==> config.mk <==
export PLATFORM = sky130hd
export DESIGN_NAME = instruction_encode_stream
export DESIGN_NICKNAME = d
export VERILOG_FILES = /design/src/rtl/instruction_encode_stream_pkg.sv /design/src/rtl/instruction_pack.sv /design/src/rtl/instruction_encode_stream.sv
export SDC_FILE = /design/constraint.sdc
export NUM_CORES = 1
export LEC_CHECK = 0
export BUFFER_PORTS_ARGS = -buffer_cell sky130_fd_sc_hd__clkbuf_2
export CAP_MARGIN = 10
export CELL_PAD_IN_SITES_DETAIL_PLACEMENT = 0
export CELL_PAD_IN_SITES_GLOBAL_PLACEMENT = 1
export CORE_ASPECT_RATIO = 0.6
export CORE_MARGIN = 4
export CORE_UTILIZATION = 36
export CTS_CLUSTER_DIAMETER = 60
export DETAILED_ROUTE_END_ITERATION = 8
export PLACE_DENSITY_LB_ADDON = 0.1
export SYNTH_ARGS = -nofsm -noshare
export SYNTH_HDL_FRONTEND = slang
export SYNTH_SLANG_ARGS = --single-unit
==> constraint.sdc <==
create_clock -name clk -period 3.5 [get_ports clk]
set_clock_uncertainty 0.05 [all_clocks]
set_input_delay 0.7 -clock clk [delete_from_list [all_inputs] [get_ports clk]]
set_output_delay 0.7 -clock clk [all_outputs]
set_load 0.02 [all_outputs]
==> src/rtl/instruction_encode_stream_pkg.sv <==
// Shared types for the RV32 instruction encoder stream: format selector,
// opcode constants, loader FSM states and the immediate range helper.
package instruction_encode_stream_pkg;

  typedef enum logic [2:0] {
    R_TYPE   = 3'd0,
    I_TYPE   = 3'd1,
    S_TYPE   = 3'd2,
    B_TYPE   = 3'd3,
    U_TYPE   = 3'd4,
    J_TYPE   = 3'd5,
    SYS_TYPE = 3'd6
  } instruction_op_type;

  // Prefixed so the opcode LOAD cannot collide with the FSM state LOAD.
  localparam logic [6:0] OPC_OP     = 7'b0110011;
  localparam logic [6:0] OPC_OP_IMM = 7'b0010011;
  localparam logic [6:0] OPC_LOAD   = 7'b0000011;
  localparam logic [6:0] OPC_STORE  = 7'b0100011;
  localparam logic [6:0] OPC_BRANCH = 7'b1100011;
  localparam logic [6:0] OPC_U_LUI  = 7'b0110111;
  localparam logic [6:0] OPC_J_JAL  = 7'b1101111;
  localparam logic [6:0] OPC_JALR   = 7'b1100111;
  localparam logic [6:0] OPC_SYSTEM = 7'b1110011;

  typedef enum logic [1:0] {
    IDLE  = 2'd0,
    LOAD  = 2'd1,
    DRAIN = 2'd2,
    DONE  = 2'd3
  } enc_state_t;

  // True when v is representable as a signed value of the given bit width.
  function automatic logic fits_signed(input logic [31:0] v, input int unsigned bits);
    logic [31:0] hi;
    hi = $signed(v) >>> (bits - 1);
    return (hi == 32'h0000_0000) || (hi == 32'hFFFF_FFFF);
  endfunction

endpackage

==> src/rtl/instruction_pack.sv <==
// Combinational RV32 field packer. With ENCODE_RANGE_CHECK_EN defined it also
// flags immediates that do not fit the selected format; otherwise excess bits are dropped.
module instruction_pack
  import instruction_encode_stream_pkg::*;
(
  input  instruction_op_type i_optype,
  input  logic [6:0]         i_opcode,
  input  logic [4:0]         i_rd,
  input  logic [4:0]         i_rs1,
  input  logic [4:0]         i_rs2,
  input  logic [2:0]         i_funct3,
  input  logic [6:0]         i_funct7,
  input  logic [31:0]        i_imm,
  output logic [31:0]        o_word,
  output logic               o_range_err
);

  always_comb begin
    o_word = 32'd0;
    case (i_optype)
      R_TYPE:           o_word = {i_funct7, i_rs2, i_rs1, i_funct3, i_rd, i_opcode};
      I_TYPE, SYS_TYPE: o_word = {i_imm[11:0], i_rs1, i_funct3, i_rd, i_opcode};
      S_TYPE:           o_word = {i_imm[11:5], i_rs2, i_rs1, i_funct3, i_imm[4:0], i_opcode};
      B_TYPE:           o_word = {i_imm[12], i_imm[10:5], i_rs2, i_rs1, i_funct3,
                                  i_imm[4:1], i_imm[11], i_opcode};
      U_TYPE:           o_word = {i_imm[31:12], i_rd, i_opcode};
      J_TYPE:           o_word = {i_imm[20], i_imm[10:1], i_imm[11], i_imm[19:12],
                                  i_rd, i_opcode};
      default:          o_word = 32'd0;
    endcase
  end

`ifdef ENCODE_RANGE_CHECK_EN
  always_comb begin
    o_range_err = 1'b0;
    case (i_optype)
      I_TYPE, S_TYPE: o_range_err = !fits_signed(i_imm, 12);
      B_TYPE:         o_range_err = !fits_signed(i_imm, 13) || i_imm[0];
      J_TYPE:         o_range_err = !fits_signed(i_imm, 21) || i_imm[0];
      U_TYPE:         o_range_err = |i_imm[11:0];
      default:        o_range_err = 1'b0;
    endcase
  end
`else
  assign o_range_err = 1'b0;
`endif

endmodule

==> src/rtl/instruction_encode_stream.sv <==
// Program loader: packs streamed RV32 field bundles into words and writes them
// sequentially into IMEM through one output register (range checks via ENCODE_RANGE_CHECK_EN).
module instruction_encode_stream
  import instruction_encode_stream_pkg::*;
#(
  parameter int ADDR_W    = 10,
  parameter int BASE_ADDR = 0,
  parameter int DEPTH     = 1024
) (
  input  logic               clk,
  input  logic               rst_n,
  input  logic               start,
  input  logic               in_valid,
  output logic               in_ready,
  input  instruction_op_type in_optype,
  input  logic [6:0]         in_opcode,
  input  logic [4:0]         in_rd,
  input  logic [4:0]         in_rs1,
  input  logic [4:0]         in_rs2,
  input  logic [2:0]         in_funct3,
  input  logic [6:0]         in_funct7,
  input  logic [31:0]        in_imm,
  input  logic               in_last,
  output logic               imem_we,
  output logic [ADDR_W-1:0]  imem_addr,
  output logic [31:0]        imem_wdata,
  input  logic               imem_ready,
  output logic               busy,
  output logic               done,
  output logic [ADDR_W:0]    count,
  output logic               err
);

  localparam logic [ADDR_W-1:0] BASE    = ADDR_W'(BASE_ADDR);
  localparam logic [ADDR_W:0]   DEPTH_W = (ADDR_W + 1)'(DEPTH);

  enc_state_t          r_state;
  logic                r_we;
  logic [ADDR_W-1:0]   r_addr;
  logic [31:0]         r_wdata;
  logic [ADDR_W:0]     r_count;
  logic                r_done;
  logic                r_err;

  logic                w_accept;
  logic                w_retire;
  logic                w_write;
  logic                w_range_err;
  logic [31:0]         w_word;
  logic [ADDR_W:0]     w_count_ret;

  instruction_pack u_pack (
    .i_optype    (in_optype),
    .i_opcode    (in_opcode),
    .i_rd        (in_rd),
    .i_rs1       (in_rs1),
    .i_rs2       (in_rs2),
    .i_funct3    (in_funct3),
    .i_funct7    (in_funct7),
    .i_imm       (in_imm),
    .o_word      (w_word),
    .o_range_err (w_range_err)
  );

  assign in_ready    = (r_state == LOAD) && (!r_we || imem_ready);
  assign w_accept    = in_valid && in_ready;
  assign w_retire    = r_we && imem_ready;
  assign w_write     = w_accept && !w_range_err;
  assign w_count_ret = r_count + {{ADDR_W{1'b0}}, w_retire};

  always_ff @(posedge clk or negedge rst_n) begin
    if (!rst_n) begin
      r_state <= IDLE;
      r_we    <= 1'b0;
      r_addr  <= BASE;
      r_wdata <= 32'd0;
      r_count <= '0;
      r_done  <= 1'b0;
      r_err   <= 1'b0;
    end else begin
      if (w_retire) begin
        r_count <= w_count_ret;
        r_addr  <= r_addr + 1'b1;
      end
      // A new word replaces the one retiring this cycle; the address has already moved on.
      if (w_write) begin
        r_we    <= 1'b1;
        r_wdata <= w_word;
      end else if (w_retire) begin
        r_we <= 1'b0;
      end
      if (w_accept && w_range_err) r_err <= 1'b1;

      case (r_state)
        IDLE, DONE: begin
          if (r_state == DONE && in_valid) r_err <= 1'b1;
          if (start) begin
            r_state <= LOAD;
            r_done  <= 1'b0;
            r_err   <= 1'b0;
            r_count <= '0;
            r_addr  <= BASE;
          end
        end
        LOAD: begin
          // Leave before the window fills so in_ready can never admit word DEPTH+1.
          if (w_accept && (in_last || (w_count_ret + {{ADDR_W{1'b0}}, w_write}) == DEPTH_W))
            r_state <= DRAIN;
        end
        DRAIN: begin
          if (!r_we || w_retire) begin
            r_state <= DONE;
            r_done  <= 1'b1;
          end
        end
        default: r_state <= IDLE;
      endcase
    end
  end

  assign imem_we    = r_we;
  assign imem_addr  = r_addr;
  assign imem_wdata = r_wdata;
  assign busy       = (r_state == LOAD) || (r_state == DRAIN);
  assign done       = r_done;
  assign count      = r_count;
  assign err        = r_err;

endmodule

**Word-level counts from Yosys, hierarchy flattened**

Cells that the tools add are included.

- Multiply operators: 0
- Bitwise operators: 0
- Eq/ne operators: 13
- Add/subtract/negate cells: 3
- Div/mod/pow operators: 0
- Multiplexer cells: 18
- Order comparisons: 0
- Reduce and logical (&&, ||, !) cells: 20
- Shift-type cells: 0

Operator list:

| operator | number |
|---|---|
| $pmux W32 S6 | 1 |
| $mux W11 | 3 |
| $mux W10 | 3 |
| $add A11 B1 Y11 | 2 |
| $eq A11 B11 Y1 const B | 1 |
| $add A10 B1 Y10 const B | 1 |
| $eq A3 B3 Y1 const B | 3 |
| $eq A3 B2 Y1 const B | 2 |
| $mux W1 | 6 |
| $mux W2 | 3 |
| $pmux W2 S3 | 1 |
| $reduce_and A3 Y1 | 2 |
| $reduce_bool A2 Y1 | 3 |
| $logic_and A1 B1 Y1 | 5 |
| $eq A2 B2 Y1 const B | 2 |
| $logic_or A1 B1 Y1 | 4 |
| $ne A2 B2 Y1 const B | 2 |
| $reduce_or A2 Y1 | 2 |
| $eq A3 B1 Y1 const B | 1 |
| $logic_not A3 Y1 | 1 |
| $eq A2 B1 Y1 const B | 1 |
| $logic_not A2 Y1 | 1 |
| $ne A2 B1 Y1 const B | 1 |
| $pmux W1 S2 | 1 |
| other kinds (2) | 2 |

- Bits in writable memories: 0
- Output and inout bits: 58
- Input bits: 73
- Bits in latches: 0
- Memories kept: 0
- Bits in registers: 58
- Memory bits (read-only): 0
- Word-level logic and storage cells: 61

**Longest topological paths before layout**

- Depth in word-level cells: 10
- Gate-level depth with buffers: 15
- Gate-level depth less buffers: 15

**Cells and area by module**

Synthesis repeated with hierarchy kept, for this count alone.

- Cells, all modules: 441
- Area, all modules: 3703.6 µm²

By module, submodules not included:

| module | instances | cells an instance | seq. area each (µm²) | area each (µm²) |
|---|---|---|---|---|
| instruction_encode_stream | 1 | 351 | 1451.4 | 3078.0 |
| instruction_pack | 1 | 90 | 0.0 | 625.6 |

**Worst setup path after synthesis**

Ideal clock, no wire load.

- Path type: in2reg
- From: input port imem_ready
- To: register r_state[0]
- Data required time: 3371 ps
- Path buffers: 0
- Setup slack: 186 ps
- Cell stages on the path: 12
- Arrival: 3184 ps
- Library setup time: 79 ps
- Path through: nand2_1 > clkinv_1 > ha_1 > ha_1 > a21oi_2 > mux2_2 > a41oi_1 > or4_1 > o21ai_1 > nand4_1 > a21oi_2 > mux2i_1

- Longest elaborated chain between the ends: 9
- Elaborated cells between the ends (all ways): 13
- Classes of those cells: 2 x add/sub; 3 x eq/ne; 8 x reduce/logical

Ends and longest elaborated chain:

| what | RTL line | text |
|---|---|---|
| from (decl) | instruction_encode_stream.sv:27 | `input logic imem_ready,` |
| parallel branches: the longest is 8 deep, another holds $add A11 B1 Y11 | - |  |
| $reduce_and A3 Y1 (no source line) (*) | - |  |
| to (signal assigned) | instruction_encode_stream.sv:108 | `r_state <= DRAIN;` |
| to (signal assigned) | instruction_encode_stream.sv:112 | `r_state <= DONE;` |
| to (signal assigned) | instruction_encode_stream.sv:116 | `default: r_state <= IDLE;` |
| to (decl) | instruction_encode_stream.sv:37 | `enc_state_t r_state;` |

Every way passes the cells marked *.
A chain may end at the register's enable or synchronous reset.

**Final worst setup path**

- From: register r_state[1]
- To: register r_state[0]

- Longest elaborated chain between the ends: 9
- Elaborated cells between the ends (all ways): 16
- Classes of those cells: 1 x add/sub; 7 x eq/ne; 1 x mux; 7 x reduce/logical

Ends and longest elaborated chain:

| what | RTL line | text |
|---|---|---|
| from (signal assigned) | instruction_encode_stream.sv:73 | `r_state <= IDLE;` |
| from (signal assigned) | instruction_encode_stream.sv:98 | `r_state <= LOAD;` |
| from (signal assigned) | instruction_encode_stream.sv:108 |  |
| $eq A2 B1 Y1 (*) | instruction_encode_stream.sv:65 | `assign in_ready = (r_state == LOAD) && (!r_we \|\| imem_ready);` |
| $logic_and A1 B1 Y1 (*) | instruction_encode_stream.sv:65 |  |
| $logic_and A1 B1 Y1 (*) | instruction_encode_stream.sv:66 | `assign w_accept = in_valid && in_ready;` |
| via w_accept | instruction_encode_stream.sv:45 | `logic w_accept;` |
| $add A11 B1 Y11 | instruction_encode_stream.sv:107 | `if (w_accept && (in_last \|\| (w_count_ret + {{ADDR_W{1'b0}}, w_write}) == DEPTH_W))` |
| $eq A11 B11 Y1 | instruction_encode_stream.sv:107 |  |
| $logic_or A1 B1 Y1 | instruction_encode_stream.sv:107 |  |
| $logic_and A1 B1 Y1 (*) | instruction_encode_stream.sv:107 |  |
| $ne A2 B1 Y1 (no source line) (*) | - |  |
| $reduce_and A3 Y1 (no source line) (*) | - |  |

The timed path passes the listed nets; every way through them passes the cells marked *.

==> metrics.yaml <==
rows: 27
placedCellCount: 636
syn_nets: 473
vias_per_cell: 5.10
synthArstFlopShare_pct: 100
remaining_drc_errors: 0
synth.distinct_cells: 54
dieArea_sq_um: 11300
placed_cell_area_sq_um: 4230
ys_seq_area_share_pct: 42.1
grt_pass1_wl_microns: 17100
num_vias: 3318
setup_viol: 0
power_mw: 3.02
synth_area_leaders: "dfrtp_1 42%, nand2_1 5.8%, o21ai_0 5.7%, nor2_1 3.9%, xor2_1 3.3%"
dpl.hpwl_microns: 8220
overflow: 0
numCtsBuffers: 9
cap_viol_max_count: 0
portBuffers: 130
synth_seq_cells: 58
crit_type: "flop to flop"
coreArea_sq_um: 9260
start_util_pct: 37.3
final_util_pct: 49.0
p_leak_nw: 2.24
grt_max_degree: 55
rsz0062_at_grt: "no"
synth_edf_count: 0
stdcell_count: 651
insertion_delay_ns: 0.32
yosys_warnings: 0
post_route_cells_drive_above_1_share_pct: 31.7
slew_viol_final: 0
synth_most_common_cell: "dfrtp_1"
first_pass_iters: 4
pin_count: 131
antenna_cells: 0
ctsHoldBuffers: 0
whs_endpoint: "imem_wdata[28]"
worstPathArrival_ns: 3.36
r2r_cells: 14
syn2layout_area_growth_pct: 31.5
gp_congestion: 0.831
r2r_end: "r_state[0]"
worstMarginPinSlew_ns: 0.878
status: "complete, no violations"
root_buffer: "clkbuf_16"
crit_fanout: 5
timing.rr.start: "r_state[1]"
p_per_area_nw_per_um2: 666
worstSetupEndpointType: "flop"
first_global_vias: 3229
postSynthAreaPerCell_sq_um: 8.82
r2r_setup_slack_ns: 0.33
cts_tree: "yes"
hp-class: "flop to flop"
finalSetupTns_ns: 0
irDropWorstVdd_mv: 0.311
period_share_pct: 90.4
slew_headroom_pct: 41.5
final.min_clock_period_ns: 3.17
postRouteAntennaNets: 0
cts_setup_buffers: 0
syn_area_sq_um: 3450
final_cell_area_sq_um: 4530
grt_util_all_layers_pct: 19.1
ctsResizeCount: 0
fin_hold_ws_ns: 0.422
synth_ff_type: "dfrtp_1"
wl_per_cell_microns: 16.5
start_kind: "flop"
cts_buffer_depth: 2
required_ns: 3.69
wl_microns: 10800
hold_depth: 2
die_w_microns: 134
h-tree-depth: 3
path_clk_slew_ns: 0.05
hold_viol: 0
fmax_mhz: 316
cts_sinks: 58
initialDrtViolationCount: 176
pre_cts_ws_ns: 0.0427
postSynthCellCount: 391
hp-start: "imem_wdata[28]"
die_h_microns: 83.8
synth_top_area_share_pct: 42.1
synth_common_cells: "58 x dfrtp_1, 53 x nand2_1, 39 x o21ai_0"
antenna_found_initial: 0
fin_nets: 599
yosys.area.top_type: "dfrtp_1"
setup_slack_ns: 0.335
==> where the power goes <==
part	total (mW)	switching [mW]	leakage, nW	internal, mW
logic	1.11	0.726	1.33	0.384
registers	1.01	0.128	0.757	0.886
clock network	0.896	0.293	0.152	0.603
total	3.02	1.15	2.24	1.87
==> critical path, stage by stage, from the launching register on <==
cell and delay (ns):
dfrtp_1 0.41, inv_1 0.08, ha_1 0.20, and2_1 0.15
nand2_1 0.08, inv_1 0.08, ha_1 0.26, ha_1 0.27
or3_1 0.39, a21oi_1 0.15, o311ai_0 0.14, a22oi_1 0.20
nand4_1 0.19, a21oi_2 0.24, mux2i_1 0.21
==> flip-flops by register name, indices dropped and copies added, names as in the netlist <==
name	cells
r_state	2
done	1
count	11
err	1
imem_we	1
imem_addr	10
imem_wdata	32
==> cell families after synthesis <==
logic type | after synthesis | share of synthesized area (%)
multiplexers | 9 | 2.65
buffers and inverters | 36 | 4.32
XOR/XNOR | 24 | 6.10
adder cells (fa/ha/maj) | 9 | 3.27
AND/OR/NAND/NOR | 147 | 20.7
flip-flops | 58 | 42.1
AO/OA/AOI/OAI | 108 | 20.9
==> layout make-up <==
cell class / instances / area (sq um)
flip-flops and latches: 58 / 1450
multi-input cells: 297 / 1850
repair buffers: 140 / 726
clock inverters: 2 / 35.0
clock buffers: 13 / 270
fillers: 954 / 4720
inverters: 11 / 41.3
well taps: 130 / 163
==> metal layers <==
metal | global-route usage (%) | wire length (microns) | up-vias
li1 | - | - | 1661
met1 | 28.5 | 5550 | 1524
met2 | 26.6 | 4340 | 121
met3 | 6.57 | 791 | 12
met4 | 3.51 | 89 | 0
met5 | 0 | 0 | -
==> cell usage in the layout, fill, tap and decap left out, types with 10 or more instances in the layout <==
cell type  count
a22oi_1       14
buf_4         10
clkbuf_2     130
dfrtp_1       58
inv_1         10
nand2_1       53
nand3_1       12
nor2_1        36
o21ai_0       39
xnor2_1       11
xor2_1        13
==> how the worst max path moves through the flow <==
stage	from	endpoint
after global placement	imem_ready	r_state[0]
after CTS	r_state[1]	r_state[0]
final	r_state[1]	r_state[0]
after global routing	r_state[1]	r_state[0]
after floorplan	imem_ready	r_state[0]
after detailed placement	imem_ready	r_state[0]
Power figures use the tool's default switching activity.
